## src/rtl/timer_pkg.sv

```systemverilog
// -----------------------------------------------------------------------------
// timer_pkg
// Shared types and constants for the MM:SS timer blocks (countdown timer and
// the neighbouring stopwatch counters).
//   timer_state_e   : 2-bit FSM state encoding {IDLE, RUN, PAUSE, DONE}
//   SEC_MAX         : last valid seconds value (59)
//   MIN_MAX_DEFAULT : default upper bound for the minutes counter (99)
//   MIN_W / SEC_W   : binary widths of the minutes / seconds counts
// -----------------------------------------------------------------------------
package timer_pkg;

  localparam int MIN_W           = 8;
  localparam int SEC_W           = 6;
  localparam int SEC_MAX         = 59;
  localparam int MIN_MAX_DEFAULT = 99;

  typedef enum logic [1:0] {
    IDLE  = 2'd0,
    RUN   = 2'd1,
    PAUSE = 2'd2,
    DONE  = 2'd3
  } timer_state_e;

  // Saturate a requested minutes value to the configured maximum.
  function automatic logic [MIN_W-1:0] clamp_min(input logic [MIN_W-1:0] value,
                                                 input logic [MIN_W-1:0] limit);
    logic [MIN_W-1:0] result;
    if (value > limit) begin
      result = limit;
    end else begin
      result = value;
    end
    return result;
  endfunction

  // Saturate a requested seconds value to SEC_MAX.
  function automatic logic [SEC_W-1:0] clamp_sec(input logic [SEC_W-1:0] value);
    logic [SEC_W-1:0] result;
    if (value > SEC_W'(SEC_MAX)) begin
      result = SEC_W'(SEC_MAX);
    end else begin
      result = value;
    end
    return result;
  endfunction

endpackage

```

## src/rtl/countdown_timer_tick_prescaler.sv

```systemverilog
// -----------------------------------------------------------------------------
// tick_prescaler
// Divides clk down to a one-second tick. The count runs 0..TICKS_PER_SEC-1
// while en is high and holds its value while en is low, so a paused timer
// keeps its partial second.
//   clk   : system clock
//   rst_n : synchronous active-low reset (count -> 0)
//   en    : advance the count this cycle
//   zero  : synchronous clear of the count (wins over en)
//   tick  : high on the enabled cycle where the count is at its last value
// -----------------------------------------------------------------------------
module tick_prescaler #(
  parameter int TICKS_PER_SEC = 100_000_000
) (
  input  logic clk,
  input  logic rst_n,
  input  logic en,
  input  logic zero,
  output logic tick
);

  localparam int CNT_W = (TICKS_PER_SEC > 2) ? $clog2(TICKS_PER_SEC) : 1;
  localparam logic [CNT_W-1:0] LAST = CNT_W'(TICKS_PER_SEC - 1);

  logic [CNT_W-1:0] count_q;
  logic [CNT_W-1:0] count_d;
  logic             at_last_s;

  assign at_last_s = (count_q == LAST);
  assign tick      = en & at_last_s & ~zero;

  // Next-count selection: clear, wrap at the last value, advance or hold.
  always_comb begin
    count_d = count_q;
    if (zero) begin
      count_d = {CNT_W{1'b0}};
    end else if (en) begin
      if (at_last_s) begin
        count_d = {CNT_W{1'b0}};
      end else begin
        count_d = count_q + {{(CNT_W-1){1'b0}}, 1'b1};
      end
    end else begin
      count_d = count_q;
    end
  end

  // Count register with synchronous active-low reset.
  always_ff @(posedge clk) begin
    if (!rst_n) begin
      count_q <= {CNT_W{1'b0}};
    end else begin
      count_q <= count_d;
    end
  end

endmodule

```

## src/rtl/countdown_timer.sv

```systemverilog
// -----------------------------------------------------------------------------
// countdown_timer
// Down-counting MM:SS timer. Software loads a preset, start/stop pulses run
// and pause it, minutes borrow into seconds, and reaching 00:00 moves the FSM
// to DONE with a one-cycle expired pulse.
//   clk, rst_n          : clock and synchronous active-low reset
//   clear               : return to IDLE at 00:00
//   load, load_min/sec  : capture a (clamped) preset, return to IDLE
//   start / stop        : resume / pause the countdown (stop wins)
//   min_count/sec_count : binary minutes (0..MAX_MIN) and seconds (0..59)
//   running / done      : state-level flags for RUN / DONE
//   expired             : one-cycle pulse when the count reaches 00:00
// -----------------------------------------------------------------------------
module countdown_timer
  import timer_pkg::*;
#(
  parameter int TICKS_PER_SEC = 100_000_000,
  parameter int MAX_MIN       = MIN_MAX_DEFAULT
) (
  input  logic             clk,
  input  logic             rst_n,
  input  logic             clear,
  input  logic             load,
  input  logic [MIN_W-1:0] load_min,
  input  logic [SEC_W-1:0] load_sec,
  input  logic             start,
  input  logic             stop,
  output logic [MIN_W-1:0] min_count,
  output logic [SEC_W-1:0] sec_count,
  output logic             running,
  output logic             done,
  output logic             expired
);

  localparam logic [MIN_W-1:0] MAX_MIN_L = MIN_W'(MAX_MIN);
  localparam logic [SEC_W-1:0] SEC_MAX_L = SEC_W'(SEC_MAX);

  timer_state_e     state_q, state_d;
  logic [MIN_W-1:0] min_q, min_d;
  logic [SEC_W-1:0] sec_q, sec_d;
  logic             running_q, running_d;
  logic             done_q, done_d;
  logic             expired_q, expired_d;

  logic             presc_en_s;
  logic             presc_zero_s;
  logic             tick_s;
  logic             nonzero_s;

  assign nonzero_s = (min_q != {MIN_W{1'b0}}) | (sec_q != {SEC_W{1'b0}});

  // The prescaler only advances in RUN when no higher-priority control is
  // active, so a tick coinciding with clear/load/stop is discarded and the
  // partial second is kept across a pause.
  assign presc_en_s   = (state_q == RUN) & ~clear & ~load & ~stop;
  assign presc_zero_s = clear | load |
                        ((state_q == IDLE) & start & ~stop & nonzero_s);

  tick_prescaler #(
    .TICKS_PER_SEC(TICKS_PER_SEC)
  ) u_prescaler (
    .clk  (clk),
    .rst_n(rst_n),
    .en   (presc_en_s),
    .zero (presc_zero_s),
    .tick (tick_s)
  );

  // Next-state and next-count logic in priority order clear > load > stop > start > tick.
  always_comb begin
    state_d   = state_q;
    min_d     = min_q;
    sec_d     = sec_q;
    expired_d = 1'b0;
    if (clear) begin
      state_d = IDLE;
      min_d   = {MIN_W{1'b0}};
      sec_d   = {SEC_W{1'b0}};
    end else if (load) begin
      state_d = IDLE;
      min_d   = clamp_min(load_min, MAX_MIN_L);
      sec_d   = clamp_sec(load_sec);
    end else if (stop) begin
      if (state_q == RUN) begin
        state_d = PAUSE;
      end else begin
        state_d = state_q;
      end
    end else begin
      case (state_q)
        IDLE: begin
          // Starting from 00:00 would expire immediately; it is ignored.
          if (start && nonzero_s) begin
            state_d = RUN;
          end else begin
            state_d = IDLE;
          end
        end
        PAUSE: begin
          if (start) begin
            state_d = RUN;
          end else begin
            state_d = PAUSE;
          end
        end
        RUN: begin
          if (tick_s) begin
            if (sec_q != {SEC_W{1'b0}}) begin
              sec_d = sec_q - {{(SEC_W-1){1'b0}}, 1'b1};
              if ((min_q == {MIN_W{1'b0}}) && (sec_q == {{(SEC_W-1){1'b0}}, 1'b1})) begin
                state_d   = DONE;
                expired_d = 1'b1;
              end else begin
                state_d = RUN;
              end
            end else if (min_q != {MIN_W{1'b0}}) begin
              // Borrow: x:00 -> (x-1):59, never reaches 00:00 here.
              min_d   = min_q - {{(MIN_W-1){1'b0}}, 1'b1};
              sec_d   = SEC_MAX_L;
              state_d = RUN;
            end else begin
              // Already 00:00 in RUN cannot normally occur; park in DONE
              // rather than wrap below zero.
              state_d = DONE;
            end
          end else begin
            state_d = RUN;
          end
        end
        DONE: begin
          state_d = DONE;
          min_d   = {MIN_W{1'b0}};
          sec_d   = {SEC_W{1'b0}};
        end
        default: begin
          state_d = IDLE;
          min_d   = {MIN_W{1'b0}};
          sec_d   = {SEC_W{1'b0}};
        end
      endcase
    end
  end

  // Status flags are derived from the next state so they register together with it.
  always_comb begin
    running_d = (state_d == RUN);
    done_d    = (state_d == DONE);
  end

  // State, counts and registered status outputs.
  always_ff @(posedge clk) begin
    if (!rst_n) begin
      state_q   <= IDLE;
      min_q     <= {MIN_W{1'b0}};
      sec_q     <= {SEC_W{1'b0}};
      running_q <= 1'b0;
      done_q    <= 1'b0;
      expired_q <= 1'b0;
    end else begin
      state_q   <= state_d;
      min_q     <= min_d;
      sec_q     <= sec_d;
      running_q <= running_d;
      done_q    <= done_d;
      expired_q <= expired_d;
    end
  end

  assign min_count = min_q;
  assign sec_count = sec_q;
  assign running   = running_q;
  assign done      = done_q;
  assign expired   = expired_q;

endmodule

```

## config.mk

```make
export PLATFORM = sky130hd
export DESIGN_NAME = countdown_timer
export DESIGN_NICKNAME = d
export VERILOG_FILES = /design/src/rtl/timer_pkg.sv /design/src/rtl/countdown_timer_tick_prescaler.sv /design/src/rtl/countdown_timer.sv
export SDC_FILE = /design/constraint.sdc
export NUM_CORES = 1
export LEC_CHECK = 0
export CAP_MARGIN = 20
export CORE_AREA = 3 3 111 113
export DETAILED_ROUTE_END_ITERATION = 12
export DIE_AREA = 0 0 114 116
export PLACE_DENSITY = 0.53
export SLEW_MARGIN = 30
export SYNTH_ARGS = -nofsm -noshare
export SYNTH_HDL_FRONTEND = slang
export SYNTH_HIERARCHICAL = 1
export SYNTH_SLANG_ARGS = --single-unit
```

## constraint.sdc

```tcl
create_clock -name clk -period 5.6 [get_ports clk]
set_input_delay 1.4 -clock clk [delete_from_list [all_inputs] [get_ports clk]]
set_output_delay 1.4 -clock clk [all_outputs]
set_load 0.01 [all_outputs]
```

==> flow_summary.yaml, run 1 <==
logic_synthesis:
  yosys.cell_count.top_type: "dfxtp_1"
  synth_seq_cells: 46
  synth_area_leaders: "dfxtp_1 34%, nand2_1 4.1%, nor3_1 3.5%"
  synth_top_area_cell: "dfxtp_1"
  ys.flop_type: "dfxtp_1"
  synth_top_cell_area_share: 0.337
  synth_edf_count: 0
  synth_common_cells: "46 x dfxtp_1, 30 x nand2_1, 19 x nor3_1"
  syn_avg_cell_area_sq_um: 8.25
  yosys_warnings: 6
  syn_inst: 331
  synth_seq_area_share: 0.337
  async_flop_share: 0
  yosys.cell_types.count: 54
  syn_area_sq_um: 2730
  syn_nets: 357
die:
  num_io_pins: 37
  die_height_um: 116
  die-area_sq_um: 13200
  die_w_um: 114
  core_area_sq_um: 11400
  initial_core_util: 0.239
  rows: 39
worst_setup_path:
  cp.required_ns: 5.80
  cp-startpoint: "load"
  start_kind: "input pin"
  cp_max_fo: 15
  cp.arrival_ns: 5.08
  cp_slowest_cell: "clkdlybuf4s50_1"
  critPathCaptureType: "register"
  critPathKind: "in2reg"
  rr_startpoint: "state_q[1]"
  cp_slowest_stage_delay_ns: 0.66
  path_cells: "clkdlybuf4s50_1 > nor2_1 > nand3_1 > inv_1 > and4_1 > nand3_1 > nor4_1 > nor2_1 > o21ai_0 > o21a_1 > o21ai_0 > a221oi_2"
global_route:
  grt_usage: 0.114
  gr-usage-met2: 0.180
  grt_first_pass_wirelength_mm: 12.2
  first_global_vias: 2541
  grt-busiest-layer: "met2"
  grt_max_degree: 26
  met3_usage: 0.0266
  overflow: 0
  antenna_found_initial: 0
  use_met1: 0.150
clock_network:
  hold_buffers: 0
  clkTransAtPathRegs_ns: 0.06
  cts_buffers: 5
  post_cts_resized: 0
  post_cts.repair.setup_buffers: 0
  clkLatencyLatePin_ns: 0.29
  clock-sinks: 46
  clockBufferDepth: 2
  cts_tree: "built"
  cts_htree_levels: 2
  cts_root_buf: "clkbuf_16"
sta:
  setup_tns_ns: 0
  fmax_mhz: 205
  slew_headroom: 0.423
  hold_viol_final: 0
  whs_ns: 0.509
  final.setup_skew_ns: 0.00824
  fin_crit_ns: 4.88
  fin_crit_sh: 0.872
  setup_ws_ns: 0.719
  slew_violations: 0
  worst_pin_slew_ns: 0.863
  rsz0062_at_grt: "no"
  setup_viol: 0
routing:
  drt-total-wl_mm: 7.17
  wl_per_cell_um: 14.4
  viasPerCell: 5.19
  drt_iter0_drc: 110
  dr.pass1.iters: 4
  vias: 2592
  drc: 0
  postRouteAntennaNets: 0
placed_design:
  place_ws_ns: 0.524
  placed_area_sq_um: 3190
  dp_hpwl_mm: 5.28
  gp_congestion: 0.873
  port_buffers: 36
finish:
  areaGrowthSynthToFinish_pct: 22.2
  antenna_cells: 0
  stdcell_area_sq_um: 3340
  utilization: 0.292
  fill_cells: 1229
  finalNetCount: 381
  drive_gt1_frac: 0.0702
pwr:
  p_leak_nw: 1.05
  clkPwrFrac: 0.409
  powerDensity_nw_per_um2: 221
  intPower_mw: 0.554
  switching_share: 0.249
  power_switching_mw: 0.184
  pwr-share-seq: 0.461
  ir_worst_vdd_mv: 0.121
  power_frac_comb: 0.130
hold_path:
  min_from: "u_prescaler/count_q[25]"
  hold_class: "reg2reg"
job:
  maxCapViolations: 0
outcome:
  outcome: "finished clean"
[path summary, 6_finish.rpt]
path | cells after the start | slack (ns) | to
worst max-delay path | 12 | 0.72 | sec_count[2]
worst min-delay path | 2 | 0.51 | u_prescaler/count_q[25]
worst max register to register | 11 | 2.22 | sec_count[2]
worst min register to register | 2 | 0.51 | u_prescaler/count_q[25]
[per-stage QoR]
stage | instances | total power [mW]
after floorplan | 331 | 0.405
after global placement | 491 | 0.443
after detailed placement | 491 | 0.443
after CTS | 499 | 0.745
after global routing | 499 | 0.772
final | 499 | 0.738
[worst max-delay path, delay by kind of cell]
family / cells / cell delay [ns]
and+or+nand+nor: 6 / 1.72
AOI/OAI and AO/OA: 4 / 1.08
buffers and inverters: 2 / 0.87
[placed cells by master, fill, tap and decap left out, types with 12 or more instances in the layout]
cell type	n
dfxtp_1	46
clkdlybuf4s50_1	36
nand2_1	30
inv_1	12
nand4_1	15
nor2_1	15
nor3_1	18
a21oi_1	13
nand3_1	12
o21ai_0	18
[logic make-up (layout without fill, tap and decap cells)]
logic type / Yosys count / after routing / share of synthesized area
flops: 46 / 46 / 0.337
fa+ha+maj: 6 / 6 / 0.0275
xor+xnor: 14 / 14 / 0.0449
buf+inv: 32 / 57 / 0.0513
simple gates: 142 / 142 / 0.293
compound gates: 87 / 87 / 0.232
mux: 4 / 4 / 0.0147
[registers in the layout (all words and copies together) (netlist names)]
register             cells
done                     1
expired                  1
min_count                8
running                  1
sec_count                6
state_q                  2
u_prescaler/count_q     27
[power groups by stage]
stage	logic [mW]	registers [mW]	clock network, mW
floorplan	0.0574	0.347	0
detailed placement	0.0958	0.347	0
global route	0.107	0.341	0.323
global placement	0.0959	0.347	0
CTS	0.0964	0.340	0.309
finish	0.0957	0.340	0.302
[cell type report]
class	instances	area, sq um	share of cell area
Clock inverter	1	5.00	0.00150
Tap cell	143	179	0.0536
Sequential cell	46	921	0.276
Timing Repair Buffer	37	368	0.110
Inverter	12	45.0	0.0135
Multi-Input combinational cell	253	1680	0.503
Clock buffer	7	143	0.0427
[routing by layer]
metal | vias to the layer above | wire length [um] | part of all wire
met5 | - | 0 | 0
met4 | 0 | 188 | 0.026
met3 | 17 | 394 | 0.055
met2 | 76 | 3150 | 0.44
met1 | 1204 | 3430 | 0.48
li1 | 1295 | - | -
Note: power is estimated with default switching activity, not from simulation.
==> inputs of run 2 (changes only) <==
--- a/config.mk
+++ b/config.mk
@@ -9,7 +9,9 @@
 export CORE_AREA = 3 3 111 113
 export DETAILED_ROUTE_END_ITERATION = 12
 export DIE_AREA = 0 0 114 116
+export HOLD_SLACK_MARGIN = 0.15
 export PLACE_DENSITY = 0.53
+export SETUP_SLACK_MARGIN = 0.15
 export SLEW_MARGIN = 30
 export SYNTH_ARGS = -nofsm -noshare
 export SYNTH_HDL_FRONTEND = slang
==> results of run 2 <==
Same layout as run 1: the final DEF is identical, and so are final timing and power.
==> inputs of run 3 (changes only) <==
--- a/config.mk
+++ b/config.mk
@@ -6,9 +6,9 @@
 export NUM_CORES = 1
 export LEC_CHECK = 0
 export CAP_MARGIN = 20
-export CORE_AREA = 3 3 111 113
+export CORE_AREA = 3 3 106 118
 export DETAILED_ROUTE_END_ITERATION = 12
-export DIE_AREA = 0 0 114 116
+export DIE_AREA = 0 0 109 121
 export HOLD_SLACK_MARGIN = 0.15
 export PLACE_DENSITY = 0.53
 export SETUP_SLACK_MARGIN = 0.15
==> run 3 against run 2 <==
  * Combinational power rose by 0.9%
  * Sequential share of layout area rose by 0.052 points
  * Total power fell by 2.6%
  * Final cell count rose by 1.2%
  * Critical path type unchanged
==> flow_summary.yaml, run 3 (same netlist as run 1, synthesis figures left out) <==
outcome:
  outcome: "finished clean"
global_route:
  overflow: 0
  grt_max_degree: 26
  grt_first_pass_wirelength_mm: 12.0
  antenna_found_initial: 0
  grt_usage: 0.113
  first_global_vias: 2505
hold_path:
  hold_class: "reg2reg"
clock_network:
  post_cts.repair.setup_buffers: 0
  cts_buffers: 5
  clkTransAtPathRegs_ns: 0.06
  hold_buffers: 0
  cts_root_buf: "clkbuf_16"
  clkLatencyLatePin_ns: 0.28
  cts_tree: "built"
  cts_htree_levels: 2
  clockBufferDepth: 2
  clock-sinks: 46
  post_cts_resized: 0
placed_design:
  port_buffers: 36
  dp_hpwl_mm: 5.25
  dp_cells: 498
  gp_congestion: 0.828
finish:
  mostFrequentLayoutCells: "46 x dfxtp_1, 36 x clkdlybuf4s50_1, 30 x nand2_1, 18 x o21ai_0, 18 x nor3_1"
  largest_reg_flops: 27
  fill_cells: 1211
  finalNetCount: 381
  largest_register: "u_prescaler/count_q"
  final_cells: 505
  areaGrowthSynthToFinish_pct: 22.0
  layout_commonest_cell: "dfxtp_1"
  drive_gt1_frac: 0.0648
  antenna_cells: 0
worst_setup_path:
  cp.arrival_ns: 5.01
  cp_max_fo: 15
  critPathKind: "in2reg"
  r2r_slack_ns: 2.29
  critPathCaptureType: "register"
  cp.required_ns: 5.80
  start_kind: "input pin"
pwr:
  ir_worst_vdd_mv: 0.0973
  powerDensity_nw_per_um2: 216
  p_leak_nw: 1.04
die:
  rows: 41
  die-area_sq_um: 13200
  num_io_pins: 37
  die_height_um: 121
  initial_core_util: 0.239
  core_area_sq_um: 11400
  die_w_um: 109
sta:
  hold_viol_final: 0
  worst_pin_slew_ns: 0.821
  setup_tns_ns: 0
  fin_crit_sh: 0.858
  slew_headroom: 0.452
  fin_crit_ns: 4.81
  final.setup_skew_ns: 0.00500
  slew_violations: 0
  fmax_mhz: 208
  setup_viol: 0
  rsz0062_at_grt: "no"
routing:
  postRouteAntennaNets: 0
  drc: 0
  drt-total-wl_mm: 7.15
  drt_iter0_drc: 88
  wl_per_cell_um: 14.2
  vias: 2568
  dr.pass1.iters: 4
  viasPerCell: 5.09
job:
  maxCapViolations: 0
run 3: cell count changes in the layout (fill, tap and decap cells not counted):
cell / change
clkbuf_1: +1
clkinv_2: -1
clkbuf_8: -1
run 3: cell type report:
| cell class | count | area, sq um | area share |
|---|---|---|---|
| Timing Repair Buffer | 37 | 368 | 0.110 |
| Multi-Input combinational cell | 253 | 1680 | 0.504 |
| Clock buffer | 7 | 133 | 0.0398 |
| Sequential cell | 46 | 921 | 0.276 |
| Tap cell | 150 | 188 | 0.0563 |
| Inverter | 12 | 45.0 | 0.0135 |
run 3: final timing paths:
path | from | end | cells after the start
setup / recovery | load | sec_count[2] | 12
hold reg to reg | u_prescaler/count_q[25] | u_prescaler/count_q[25] | 2
hold / removal | u_prescaler/count_q[25] | u_prescaler/count_q[25] | 2
setup reg to reg | state_q[1] | sec_count[2] | 11
run 3: critical path, cell delays in order:
cell and delay (ns):
clkdlybuf4s50_1 0.65, nor2_1 0.35, nand3_1 0.14, inv_1 0.21, and4_1 0.44, nand3_1 0.22, nor4_1 0.43, nor2_1 0.08
o21ai_0 0.28, o21a_1 0.40, o21ai_0 0.18, a221oi_2 0.22
run 3: layer usage:
layer	routed length, um	track usage	up-vias
met4	160	0.0442	0
met5	0	0	-
met1	3250	0.143	1199
li1	-	-	1293
met3	363	0.0261	11
met2	3370	0.185	65
run 3: stage by stage:
step	cell area, sq um	worst slack, ns	utilization	hold slack (ns)	total power [mW]
detailed placement	3200	0.552	0.280	0.486	0.443
global placement	3200	0.682	0.279	0.491	0.443
CTS	3330	0.848	0.291	0.502	0.727
global route	3330	0.365	0.291	0.544	0.752
floorplan	2730	1.94	-	0.461	0.405
finish	3330	0.795	0.291	0.498	0.718
run 3: power breakdown:
group          leakage [nW]  switching (mW)  internal (mW)
clock network        0.0640           0.118          0.163
logic                 0.600          0.0520         0.0446
registers             0.372         0.00783          0.332
total                  1.04           0.178          0.540
